### src/rtl/cpu_pkg.sv
// Shared CPU definitions: branch/jump opcodes, fetch defaults and fetch FSM states.
package cpu_pkg;

    localparam logic [5:0] JUMP = 6'b000010;
    localparam logic [5:0] BEQ  = 6'b000100;
    localparam logic [5:0] BNE  = 6'b000001;
    localparam logic [5:0] BLT  = 6'b000011;
    localparam logic [5:0] BGE  = 6'b000101;

    localparam logic [31:0] NOP_INSTR = 32'h0000_0000;
    localparam logic [31:0] RESET_PC  = 32'h0000_0000;

    typedef enum logic [1:0] {
        ISSUE = 2'd0,
        WAIT  = 2'd1,
        HOLD  = 2'd2,
        DRAIN = 2'd3
    } fetch_state_e;

endpackage

### src/rtl/instruction_fetch_unit_ifid.sv
// IF/ID pipeline register: reset > flush > stall (hold) > load > bubble.
module ifid_pipeline_reg #(
    parameter logic [31:0] NOP_INSTR = cpu_pkg::NOP_INSTR
) (
    input  logic        clk,
    input  logic        rst,
    input  logic        flush_i,
    input  logic        stall_i,
    input  logic        load_i,
    input  logic [31:0] instr_i,
    input  logic [31:0] pcplus4_i,
    output logic [31:0] instr_o,
    output logic [31:0] pcplus4_o,
    output logic        valid_o
);

    logic [31:0] instr_q;
    logic [31:0] pcplus4_q;
    logic        valid_q;

    // Update the IF/ID contents; flush and bubble leave pcplus4 untouched.
    always_ff @(posedge clk) begin
        if (rst) begin
            instr_q   <= NOP_INSTR;
            pcplus4_q <= '0;
            valid_q   <= 1'b0;
        end else if (flush_i) begin
            instr_q <= NOP_INSTR;
            valid_q <= 1'b0;
        end else if (stall_i) begin
            instr_q   <= instr_q;
            pcplus4_q <= pcplus4_q;
            valid_q   <= valid_q;
        end else if (load_i) begin
            instr_q   <= instr_i;
            pcplus4_q <= pcplus4_i;
            valid_q   <= 1'b1;
        end else begin
            instr_q <= NOP_INSTR;
            valid_q <= 1'b0;
        end
    end

    assign instr_o   = instr_q;
    assign pcplus4_o = pcplus4_q;
    assign valid_o   = valid_q;

endmodule

### src/rtl/instruction_fetch_unit.sv
// IF stage: PC, single-outstanding instruction memory requests, hold buffer, IF/ID register.
module instruction_fetch_unit #(
    parameter logic [31:0] RESET_PC  = cpu_pkg::RESET_PC,
    parameter logic [31:0] NOP_INSTR = cpu_pkg::NOP_INSTR
) (
    input  logic        clk,
    input  logic        rst,
    input  logic        pcsrc,
    input  logic [31:0] pc_addr,
    input  logic        IFID_flush,
    input  logic        IFID_stall,
    output logic        imem_req,
    output logic [31:0] imem_addr,
    input  logic        imem_rvalid,
    input  logic [31:0] imem_rdata,
    output logic [31:0] ID_instruction,
    output logic [31:0] ID_pcplus4,
    output logic        ID_valid
);

    import cpu_pkg::*;

    fetch_state_e state_q;
    logic [31:0]  pc_q;
    logic [31:0]  hold_q;

    logic         redirect;
    logic         load;
    logic [31:0]  load_instr;
    logic [31:0]  pc_inc;

    assign pc_inc   = pc_q + 32'd4;
    assign redirect = pcsrc & ID_valid & ~IFID_stall;

    // The ISSUE state itself is the request cycle, so the pulse is decoded from the
    // state register; it is masked while rst is held so the port reads 0 in reset.
    assign imem_req  = (state_q == ISSUE) & ~rst;
    assign imem_addr = pc_q;

    // Select what, if anything, enters IF/ID this cycle.
    always_comb begin
        load       = 1'b0;
        load_instr = imem_rdata;
        case (state_q)
            WAIT: begin
                load = imem_rvalid & ~IFID_stall & ~redirect;
            end
            HOLD: begin
                load       = ~IFID_stall & ~redirect;
                load_instr = hold_q;
            end
            default: begin
                load = 1'b0;
            end
        endcase
    end

    // Fetch FSM with PC and hold buffer; a redirect always wins over a returning response.
    always_ff @(posedge clk) begin
        if (rst) begin
            state_q <= ISSUE;
            pc_q    <= RESET_PC;
            hold_q  <= '0;
        end else begin
            case (state_q)
                ISSUE: begin
                    state_q <= WAIT;
                    if (redirect) begin
                        pc_q    <= pc_addr;
                        state_q <= DRAIN;
                    end
                end
                WAIT: begin
                    if (redirect) begin
                        pc_q    <= pc_addr;
                        state_q <= imem_rvalid ? ISSUE : DRAIN;
                    end else if (imem_rvalid) begin
                        if (!IFID_stall) begin
                            pc_q    <= pc_inc;
                            state_q <= ISSUE;
                        end else begin
                            hold_q  <= imem_rdata;
                            state_q <= HOLD;
                        end
                    end
                end
                HOLD: begin
                    if (redirect) begin
                        pc_q    <= pc_addr;
                        state_q <= ISSUE;
                    end else if (!IFID_stall) begin
                        pc_q    <= pc_inc;
                        state_q <= ISSUE;
                    end
                end
                DRAIN: begin
                    if (redirect) begin
                        pc_q <= pc_addr;
                    end
                    if (imem_rvalid) begin
                        state_q <= ISSUE;
                    end
                end
                default: begin
                    state_q <= ISSUE;
                end
            endcase
        end
    end

    ifid_pipeline_reg #(
        .NOP_INSTR(NOP_INSTR)
    ) u_ifid (
        .clk       (clk),
        .rst       (rst),
        .flush_i   (IFID_flush),
        .stall_i   (IFID_stall),
        .load_i    (load),
        .instr_i   (load_instr),
        .pcplus4_i (pc_inc),
        .instr_o   (ID_instruction),
        .pcplus4_o (ID_pcplus4),
        .valid_o   (ID_valid)
    );

endmodule
### config.mk
export PLATFORM = sky130hd
export DESIGN_NAME = instruction_fetch_unit
export DESIGN_NICKNAME = d
export VERILOG_FILES = /design/src/rtl/cpu_pkg.sv /design/src/rtl/instruction_fetch_unit_ifid.sv /design/src/rtl/instruction_fetch_unit.sv
export SDC_FILE = /design/constraint.sdc
export NUM_CORES = 1
export LEC_CHECK = 0
export BUFFER_PORTS_ARGS = -buffer_cell sky130_fd_sc_hd__buf_4
export CAP_MARGIN = 30
export CORE_MARGIN = 1.5
export CORE_UTILIZATION = 45
export CTS_BUF_LIST = sky130_fd_sc_hd__clkbuf_16
export DETAILED_ROUTE_END_ITERATION = 12
export HOLD_SLACK_MARGIN = 0.05
export PLACE_DENSITY = 0.7
export REMOVE_ABC_BUFFERS = 1
export SLEW_MARGIN = 20
export SYNTH_ARGS = -nofsm -noshare
export SYNTH_HDL_FRONTEND = slang
export SYNTH_SLANG_ARGS = --single-unit
### constraint.sdc
create_clock -name clk -period 6.65 [get_ports clk]
set_clock_uncertainty 0.15 [all_clocks]
set_input_delay 0.9975 -clock clk [delete_from_list [all_inputs] [get_ports clk]]
set_output_delay 0.9975 -clock clk [all_outputs]
set_load 0.03 [all_outputs]
==> impl_results.md, run 1 <==
- Largest net degree at the start of global routing: 66
- H-tree depth: 4
- Req. time, crit path: 6.84 ns
- Hold Vio Cnt, Final: 0
- DIE HEIGHT: 120 microns
- LEAKAGE: 0.00310 uW
- Clock buffer count from CTS: 17
- Initial antenna violation count: 0
- Crit path max fanout: 41
- Hold Crit Class: reg -> reg
- CTS tree: yes
- Die span in x: 120 microns
- Arrival @ worst endpoint: 3.01 ns
- Peak supply drop: 0.156 mV
- Final ANT Viol Nets: 0
- Worst Setup End Kind: register
- Port Buffers: 167
- # diodes: 0
- Post-synthesis sequential area ratio: 0.428
- First-pass GRT wire length: 27.8 mm
- Yosys Warn Count: 0
- Max_slew headroom: 0.396
- Sequential Power Share: 0.378
- Setup TNS: 0 ns
- Die ar.: 0.0143 sq mm
- Worst-margin pin slew: 0.898 ns
- Most common cell in the synthesized netlist: dfxtp_1
- CTS root buffer: clkbuf_16
- Total Power: 2320 uW
- Synth Instances: 723
- #FFs+latches synth: 131
- Area Overhead vs Synth: 31.0%
- RSZ-0062 raised after global routing: false
- Cell Pwr Density: 289 mW/mm^2
- Routed vias/inst: 5.69
- Max-cap viol count: 0
- Detailed-router iteration count before antenna repair: 5
- WL/cell: 16.6 microns
- Initial DRC Count: 533
- Cts hold-fix bufs: 0
- Final setup viols: 0
- Number of synthesized flops with an enable pin: 0
- Mapped Area: 0.00612 sq mm
- Initial core utilization: 0.462
- CTS resizes: 0
- Post-synth ARST share: 0
- Slew Limit Fails: 0
- Worst setup SP type: primary input
- Aggregate global-route resource usage: 0.241
- Synth unique cells: 54
- I/O Pins: 168
- Clk pwr share: 0.409
- Fin nets: 933
- Final wirelength: 17.3 mm
- Total gr overflow: 0
- Post-DP HPWL: 11.5 mm
- Status: completed
- Area share of the largest cell type after synthesis: 0.428
- Post-CTS Setup Inserts: 0
- Row count: 42
- Main synth FF type: dfxtp_1
- Sw Share: 0.294
- Vias in the first global route: 5583
- FMAX: 355 MHz
- Clock latency on the worst-skew pair: 0.42 ns
- Ratio of cells with drive above 1 in the final layout: 0.284
- Via count: 5954
- Most instantiated cells after synthesis: dfxtp_1, nand2_1, nor2_1, a21oi_1, a22oi_1
- Main area contributors after synthesis: dfxtp_1, nand2_1, mux2_2
- Avg Inst Size Synth: 8.47 sq um
- Core ar.: 0.0132 sq mm
- CP Class: in -> reg
- Net Switching: 682 uW
- Final Cycle Share: 0.424
- # fillers: 1177
- GP Congestion: 0.870
- Clk slew on worst S/H paths: 0.05 ns
- Int Power: 1640 uW
- Cell taking the most area after synthesis: dfxtp_1
- Gate power share: 0.213
- Clk buf depth: 2
- Period minus WS final: 2.82 ns
- DRC viols: 0
- Clk sinks: 131
[worst max-delay path: stages]
cell	delay (ns)
buf_4	0.39
and3b_2	0.43
nor2_1	0.14
buf_4	0.29
nand2_1	0.15
or4_1	0.42
a31oi_1	0.15
[flip-flops by register name (all words and copies together), names as in the netlist]
signal and flops:
imem_addr 32, state_q 2, u_ifid.valid_o 1, u_ifid.instr_o 32, hold_q 32, u_ifid.pcplus4_o 32
[stage by stage]
stage	utilization	instance area, sq um	hold slack (ns)	cells	setup slack [ns]
after global routing	0.606	8020	0.321	1046	3.61
after global placement	0.558	7390	0.287	1013	3.39
after detailed placement	0.558	7390	0.297	1013	3.32
after CTS	0.604	7990	0.304	1045	3.74
after floorplan	-	5850	0.277	664	2.38
final	0.606	8020	0.301	1046	3.83
[cell type report]
| cell class | count | area, sq um | area share |
|---|---|---|---|
| Multi-Input combinational cell | 522 | 3210 | 0.400 |
| Clock inverter | 15 | 173 | 0.0215 |
| Sequential cell | 131 | 2620 | 0.327 |
| Timing Repair Buffer | 174 | 1330 | 0.165 |
| Tap cell | 176 | 220 | 0.0275 |
| Clock buffer | 17 | 425 | 0.0530 |
| Inverter | 11 | 41.3 | 0.00515 |
[layer usage]
metal  global-route usage  vias to the layer above  part of all wire
met4                0.109                        0             0.030
li1                     -                     2850                 -
met2                0.395                      231              0.49
met5                    0                        -                 0
met3               0.0471                       41             0.056
met1                0.307                     2832              0.43
[power groups by stage]
stage / Sequential, uW / Clock, uW / Combinational [uW]
floorplan: 947 / 0 / 235
global placement: 890 / 0 / 469
detailed placement: 893 / 0 / 481
CTS: 877 / 962 / 485
global route: 883 / 1000 / 532
finish: 877 / 950 / 494
[path summary, 6_finish.rpt]
check / startpoint / to / slack, ns / cells after the start
min: hold_q[8]$_SDFFE_PP0P_ / hold_q[8]$_SDFFE_PP0P_ / 0.30 / 2
max reg2reg: state_q[0]$_SDFFE_PP0P_ / u_ifid.pcplus4_o[30]$_SDFFE_PP0P_ / 3.84 / 9
max: IFID_stall / imem_addr[29]$_SDFFE_PP0P_ / 3.83 / 7
min reg2reg: hold_q[8]$_SDFFE_PP0P_ / hold_q[8]$_SDFFE_PP0P_ / 0.30 / 2
[logic make-up after synthesis]
family | count (synthesis) | synth area share
DFF | 131 | 0.428
AOI/OAI and AO/OA | 180 | 0.195
adders and majority gates | 6 | 0.0123
and+or+nand+nor | 273 | 0.209
xor gates and xnor gates | 27 | 0.0386
buffers and inverters | 70 | 0.0519
muxes | 36 | 0.0656
[cells in the final DEF (no fill, tap or decap), types with 6 or more instances in the layout]
master | synthesis | routed
nand4_1 | 10 | 10
o21ai_0 | 11 | 11
or4_1 | 8 | 8
xnor2_1 | 13 | 13
a21oi_1 | 58 | 57
nand3_1 | 19 | 18
a31oi_1 | 8 | 8
and3_1 | 11 | 10
mux2_2 | 33 | 33
xor2_1 | 14 | 14
inv_1 | 11 | 13
buf_4 | 2 | 173
clkbuf_16 | 0 | 17
dfxtp_1 | 131 | 131
nor2_1 | 81 | 80
nor3_1 | 12 | 11
a211oi_1 | 28 | 28
a22oi_1 | 46 | 46
ha_1 | 6 | 6
a21o_1 | 6 | 6
nand2_1 | 103 | 103
Note: power is estimated with default switching activity, not from simulation.
==> run 2, diff against run 1 <==
Settings changed: PLACE_DENSITY 0.7 to 0.73.
Clock period 6.65 ns to 2.3 ns, I/O delays scaled along.
==> run 2 against run 1 <==
Register-to-register slack got worse by 3.7 ns; sequential share of layout area fell by 2.7 points; critical endpoint is now imem_addr[25]$_SDFFE_PP0P_; highest routed layer unchanged; cell area rose by 8.9%; utilization rose by 5.4 points.
==> impl_results.md, run 2 (synthesis results as in run 1) <==
- Hold Crit Class: in -> reg
- FMAX: 468 MHz
- Register area: 0.00262 sq mm
- GP Congestion: 0.855
- Hold Path Origin: pc_addr[3]
- Gate power share: 0.240
- Worst setup SP type: register
- Clk sinks: 131
- WL/cell: 16.0 microns
- # diodes: 0
- Multi-input logic area: 0.00323 sq mm
- Reg2reg end: imem_addr[25]$_SDFFE_PP0P_
- Initial antenna violation count: 0
- Clk buf depth: 2
- Max-cap viol count: 0
- Reg-to-Reg Start: imem_addr[10]$_SDFFE_PP0P_
- CTS root buffer: clkbuf_16
- CTS tree: yes
- Most frequent cells in the layout: buf_4, dfxtp_1, nand2_1
- Die ar.: 0.0143 sq mm
- Flop2flop setup slack: 0.16 ns
- Final worst slack: 0.165 ns
- Fin nets: 1008
- Ratio of cells with drive above 1 in the final layout: 0.305
- DRC viols: 0
- Cell Pwr Density: 776 mW/mm^2
- Most common cell after layout, fill and taps aside: buf_4
- Setup WS pre-CTS: 0.0511 ns
- Vias in the first global route: 5759
- Arrival @ worst endpoint: 2.32 ns
- Post-CTS Setup Inserts: 0
- Slew Limit Fails: 0
- First-pass GRT wire length: 28.4 mm
- I/O Pins: 168
- Net Switching: 2000 uW
- Worst Setup End Kind: register
- Area Overhead vs Synth: 42.7%
- Largest net degree at the start of global routing: 41
- Via count: 6149
- Hold Path Sink: imem_addr[3]$_SDFFE_PP0P_
- Core ar.: 0.0132 sq mm
- R2R depth: 6
- Req. time, crit path: 2.48 ns
- Int Power: 4780 uW
- Sw Share: 0.295
- Detailed-router iteration count before antenna repair: 5
- Initial DRC Count: 427
- Routed vias/inst: 5.49
- Aggregate global-route resource usage: 0.247
- Worst-margin pin slew: 0.722 ns
- Row count: 42
- RSZ-0062 raised after global routing: false
- Die span in x: 120 microns
- Hold Crit Depth: 3
- Clk pwr share: 0.390
- Status: completed
- Final wirelength: 17.9 mm
- Post-route insts no fill: 1121
- Crit path max fanout: 8
- Total gr overflow: 0
- Post-DP HPWL: 11.9 mm
- Clock buffer count from CTS: 17
- CP Class: reg -> reg
- Clock latency on the worst-skew pair: 0.41 ns
- Final Cycle Share: 0.928
- Initial core utilization: 0.462
- Final ANT Viol Nets: 0
- Period minus WS final: 2.14 ns
- Peak supply drop: 0.484 mV
- Final setup viols: 0
- Port Buffers: 167
- # fillers: 1119
- Hold Vio Cnt, Final: 0
- DIE HEIGHT: 120 microns
- Clk slew on worst S/H paths: 0.05 ns
- Placed Cells incl. Taps: 1054
- Sequential Power Share: 0.369
- H-tree depth: 4
- LEAKAGE: 0.00346 uW
- Max_slew headroom: 0.519
- Min Hold Slack: 0.0769 ns
-- run 2: cell count changes in the layout (fill, tap and decap cells not counted), moves of 2 or more --
cell,previous run,this run
clkinv_1,5,3
buf_4,173,207
clkinvlp_4,1,4
dlygate4sd3_1,0,35
buf_12,0,7
inv_1,13,15
-- run 2: how the worst max path moves through the flow --
stage	start	to	slack [ns]	cells past startpoint
after floorplan	state_q[0]$_SDFFE_PP0P_	u_ifid.pcplus4_o[13]$_SDFFE_PP0P_	-1.97	6
after global placement	imem_addr[2]$_SDFFE_PP0P_	imem_addr[16]$_SDFFE_PP0P_	0.15	7
after detailed placement	state_q[0]$_SDFFE_PP0P_	u_ifid.pcplus4_o[17]$_SDFFE_PP0P_	0.05	8
after CTS	state_q[0]$_SDFFE_PP0P_	u_ifid.pcplus4_o[22]$_SDFFE_PP0P_	0.05	8
after global routing	imem_addr[7]$_SDFFE_PP0P_	imem_addr[17]$_SDFFE_PP0P_	0.003	6
final	imem_addr[10]$_SDFFE_PP0P_	imem_addr[25]$_SDFFE_PP0P_	0.16	6
-- run 2: worst max-delay path, stage by stage (launching register included) --
cell     delay, ns
dfxtp_1       0.41
nand3_2       0.23
nor4_2        0.33
buf_4         0.17
nand4_1       0.11
or4_1         0.52
a31oi_1       0.14
-- run 2: power groups by stage --
stage	logic (uW)	clock network, uW	registers (uW)
after global placement	1550	0	2550
after CTS	1620	2690	2500
after global routing	1760	2790	2520
after floorplan	680	0	2740
after detailed placement	1560	0	2550
final	1630	2650	2500
-- run 2: final cells by class --
cell class	instances	share of cell area
clock buffer	17	0.0487
sequential	131	0.300
timing repair buffer	249	0.234
tap	176	0.0252
multi-input combinational	522	0.370
inverter	11	0.00473
clock inverter	15	0.0173
-- run 2: through the flow --
step / setup TNS [ns] / util / cell area, sq um / total power [uW]
floorplan: -121.03 / - / 5850 / 3420
global placement: 0 / 0.588 / 7780 / 4100
detailed placement: 0 / 0.588 / 7780 / 4110
CTS: 0 / 0.658 / 8710 / 6800
global route: 0 / 0.660 / 8730 / 7070
finish: 0 / 0.660 / 8730 / 6780
-- run 2: what timing repair did --
item | 4_1_cts | 5_1_grt
setup endpoints to repair | 0 | 36
endpoints found under the hold margin | 35 | 0
hold buffers | 35 | 0
resized for setup | 0 | 4
-- run 2: metal layers --
| metal | global-route usage | share of wire | up-vias |
|---|---|---|---|
| met5 | 0 | 0 | - |
| met4 | 0.106 | 0.026 | 0 |
| met3 | 0.0447 | 0.053 | 34 |
| met2 | 0.412 | 0.49 | 204 |
| met1 | 0.313 | 0.43 | 2906 |
| li1 | - | - | 3005 |
==> run 3, diff against run 2 <==
Settings changed: ABC_AREA from default to 1.
==> run 3 against run 2 <==
Global-route usage rose by 0.25 points; critical path depth rose by 4; count of clock-buffer cells in the layout did not move; fmax rose by 10%; critical endpoint is now u_ifid.pcplus4_o[28]$_SDFFE_PP0P_.
==> impl_results.md, run 3 <==
- Status: completed
- Synth Instances: 883
- Synth unique cells: 36
- Main synth FF type: dfxtp_1
- Worst setup SP type: register
- Final wirelength: 17.6 mm
- Largest net degree at the start of global routing: 65
- Initial core utilization: 0.465
- Period minus WS final: 1.94 ns
- Clk slew on worst S/H paths: 0.06 ns
- Max-cap viol count: 0
- # diodes: 0
- Cell Pwr Density: 1100 mW/mm^2
- LEAKAGE: 0.00367 uW
- Port Buffers: 167
- Routed vias/inst: 5.07
- CP cell instances: ha_1, inv_1, nor2_1, nand2_1, nor2_1, nand2_1, nand2_1, nand2_1, o21ai_1, inv_1
- Placed Cells incl. Taps: 1191
- Post-DP HPWL: 12.0 mm
- Final ANT Viol Nets: 0
- Area Overhead vs Synth: 34.6%
- GP Congestion: 0.917
- Core ar.: 0.0133 sq mm
- Final setup viols: 0
- Clk buf depth: 2
- Total gr overflow: 0
- Fin nets: 1123
- Peak supply drop: 0.556 mV
- Crit path max fanout: 6
- Clk sinks: 131
- Via count: 6269
- Die span in x: 120 microns
- Max_slew headroom: 0.664
- Ratio of cells with drive above 1 in the final layout: 0.214
- I/O Pins: 168
- CTS tree: yes
- Final worst slack: 0.365 ns
- RSZ-0062 raised after global routing: false
- Most frequent cells in the layout: nand2_1, buf_4, dfxtp_1
- Row count: 42
- Post-route insts no fill: 1236
- Most common cell after layout, fill and taps aside: nand2_1
- Post-synth ARST share: 0
- Mapped Area: 0.00618 sq mm
- First-pass GRT wire length: 28.4 mm
- Hold Crit Class: in -> reg
- Worst-margin pin slew: 0.503 ns
- WL/cell: 14.2 microns
- Hold Vio Cnt, Final: 0
- Worst path slowest cell: dfxtp_1
- Post-synthesis sequential area ratio: 0.425
- Req. time, crit path: 2.46 ns
- #FFs+latches synth: 131
- Area share of the largest cell type after synthesis: 0.425
- DRC viols: 0
- CTS root buffer: clkbuf_16
- Clock buffer count from CTS: 17
- Total Power: 9170 uW
- Aggregate global-route resource usage: 0.249
- Setup WS pre-CTS: 0.384 ns
- Min Hold Slack: 0.0622 ns
- Slew Limit Fails: 0
- FMAX: 517 MHz
- Initial antenna violation count: 0
- Arrival @ worst endpoint: 2.10 ns
- H-tree depth: 4
- Die ar.: 0.0144 sq mm
- Slowest cell delay on critical path: 0.41 ns
- Most common cell in the synthesized netlist: nand2_1
- DIE HEIGHT: 120 microns
- Most instantiated cells after synthesis: nand2_1, dfxtp_1, a21oi_1, o21ai_0, inv_1
- Cell taking the most area after synthesis: dfxtp_1
- Avg Inst Size Synth: 7.00 sq um
- Main area contributors after synthesis: dfxtp_1, nand2_1, a21oi_1
- Final Cycle Share: 0.842
- Yosys Warn Count: 0
- Cell mode on critical path: nand2_1
- Clock latency on the worst-skew pair: 0.42 ns
- Initial DRC Count: 408
- Number of synthesized flops with an enable pin: 0
- Final design utilization: 0.625
- Worst Setup End Kind: register
- Vias in the first global route: 5745
- # fillers: 1207
- Detailed-router iteration count before antenna repair: 5
- CP Class: reg -> reg
==> run 3: cell types whose count changed in the layout (fill, tap and decap cells not counted), sizes merged, moves of 29 or more <==
cell   previous run  this run
a21oi            58        98
nand2           103       238
buf             214       185
a22oi            46         0
mux2             33         0
inv              15        92
o21ai            11       106
==> run 3: cell families after synthesis <==
kind of cell | Yosys count | share of synthesized area
multiplexers | 1 | 0.00162
flip-flops | 131 | 0.425
AND/OR/NAND/NOR | 332 | 0.218
adder cells (fa/ha/maj) | 6 | 0.0122
XOR/XNOR | 15 | 0.0213
buffers and inverters | 143 | 0.0972
AO/OA/AOI/OAI | 255 | 0.226
==> run 3: timing repair <==
item                                   in CTS  in global routing
endpoints found under the hold margin      19                  0
gates resized for setup                     0                  0
hold buffers                               13                  0
buffers inserted                            0                  0
==> run 3: layout make-up <==
type | count | area [sq um] | share of cell area
well taps | 176 | 220 | 0.0265
clock inverters | 15 | 174 | 0.0209
multi-input cells | 609 | 2970 | 0.357
clock buffers | 17 | 425 | 0.0512
repair buffers | 198 | 1560 | 0.187
flip-flops and latches | 131 | 2620 | 0.315
inverters | 90 | 345 | 0.0415
==> run 3: metrics by stage <==
step                setup TNS (ns)  instance area [sq um]
finish                           0                   8310
global route                     0                   8310
CTS                              0                   8310
detailed placement               0                   7580
floorplan                   -60.24                   5920
global placement                 0                   7580
==> run 3: final timing paths <==
kind | depth (start not counted) | slack (ns) | endpoint | startpoint
max | 10 | 0.36 | u_ifid.pcplus4_o[28]$_SDFFE_PP0P_ | imem_addr[2]$_SDFFE_PP0P_
min | 3 | 0.06 | hold_q[28]$_SDFFE_PP0P_ | imem_rdata[28]
max reg2reg | 10 | 0.36 | u_ifid.pcplus4_o[28]$_SDFFE_PP0P_ | imem_addr[2]$_SDFFE_PP0P_
min reg2reg | 2 | 0.30 | hold_q[8]$_SDFFE_PP0P_ | hold_q[8]$_SDFFE_PP0P_
==> run 3: power by group <==
group          switching, uW  total, uW  internal [uW]
clock                    989       2770           1780
combinational           2150       3310           1170
sequential               422       3080           2660
==> run 3: worst max-delay path: cells and delay by family (launching register included) <==
family | cells | cell delay [ns]
adders and majority gates | 1 | 0.27
AOI/OAI and AO/OA | 1 | 0.12
buffers and inverters | 2 | 0.10
DFF | 1 | 0.41
and+or+nand+nor | 6 | 0.77
==> run 3: layer usage <==
layer,part of all wire,global-route usage,vias up
li1,-,-,3192
met1,0.44,0.315,2849
met2,0.46,0.398,193
met3,0.076,0.0789,35
met4,0.022,0.0923,0
met5,0,0,-
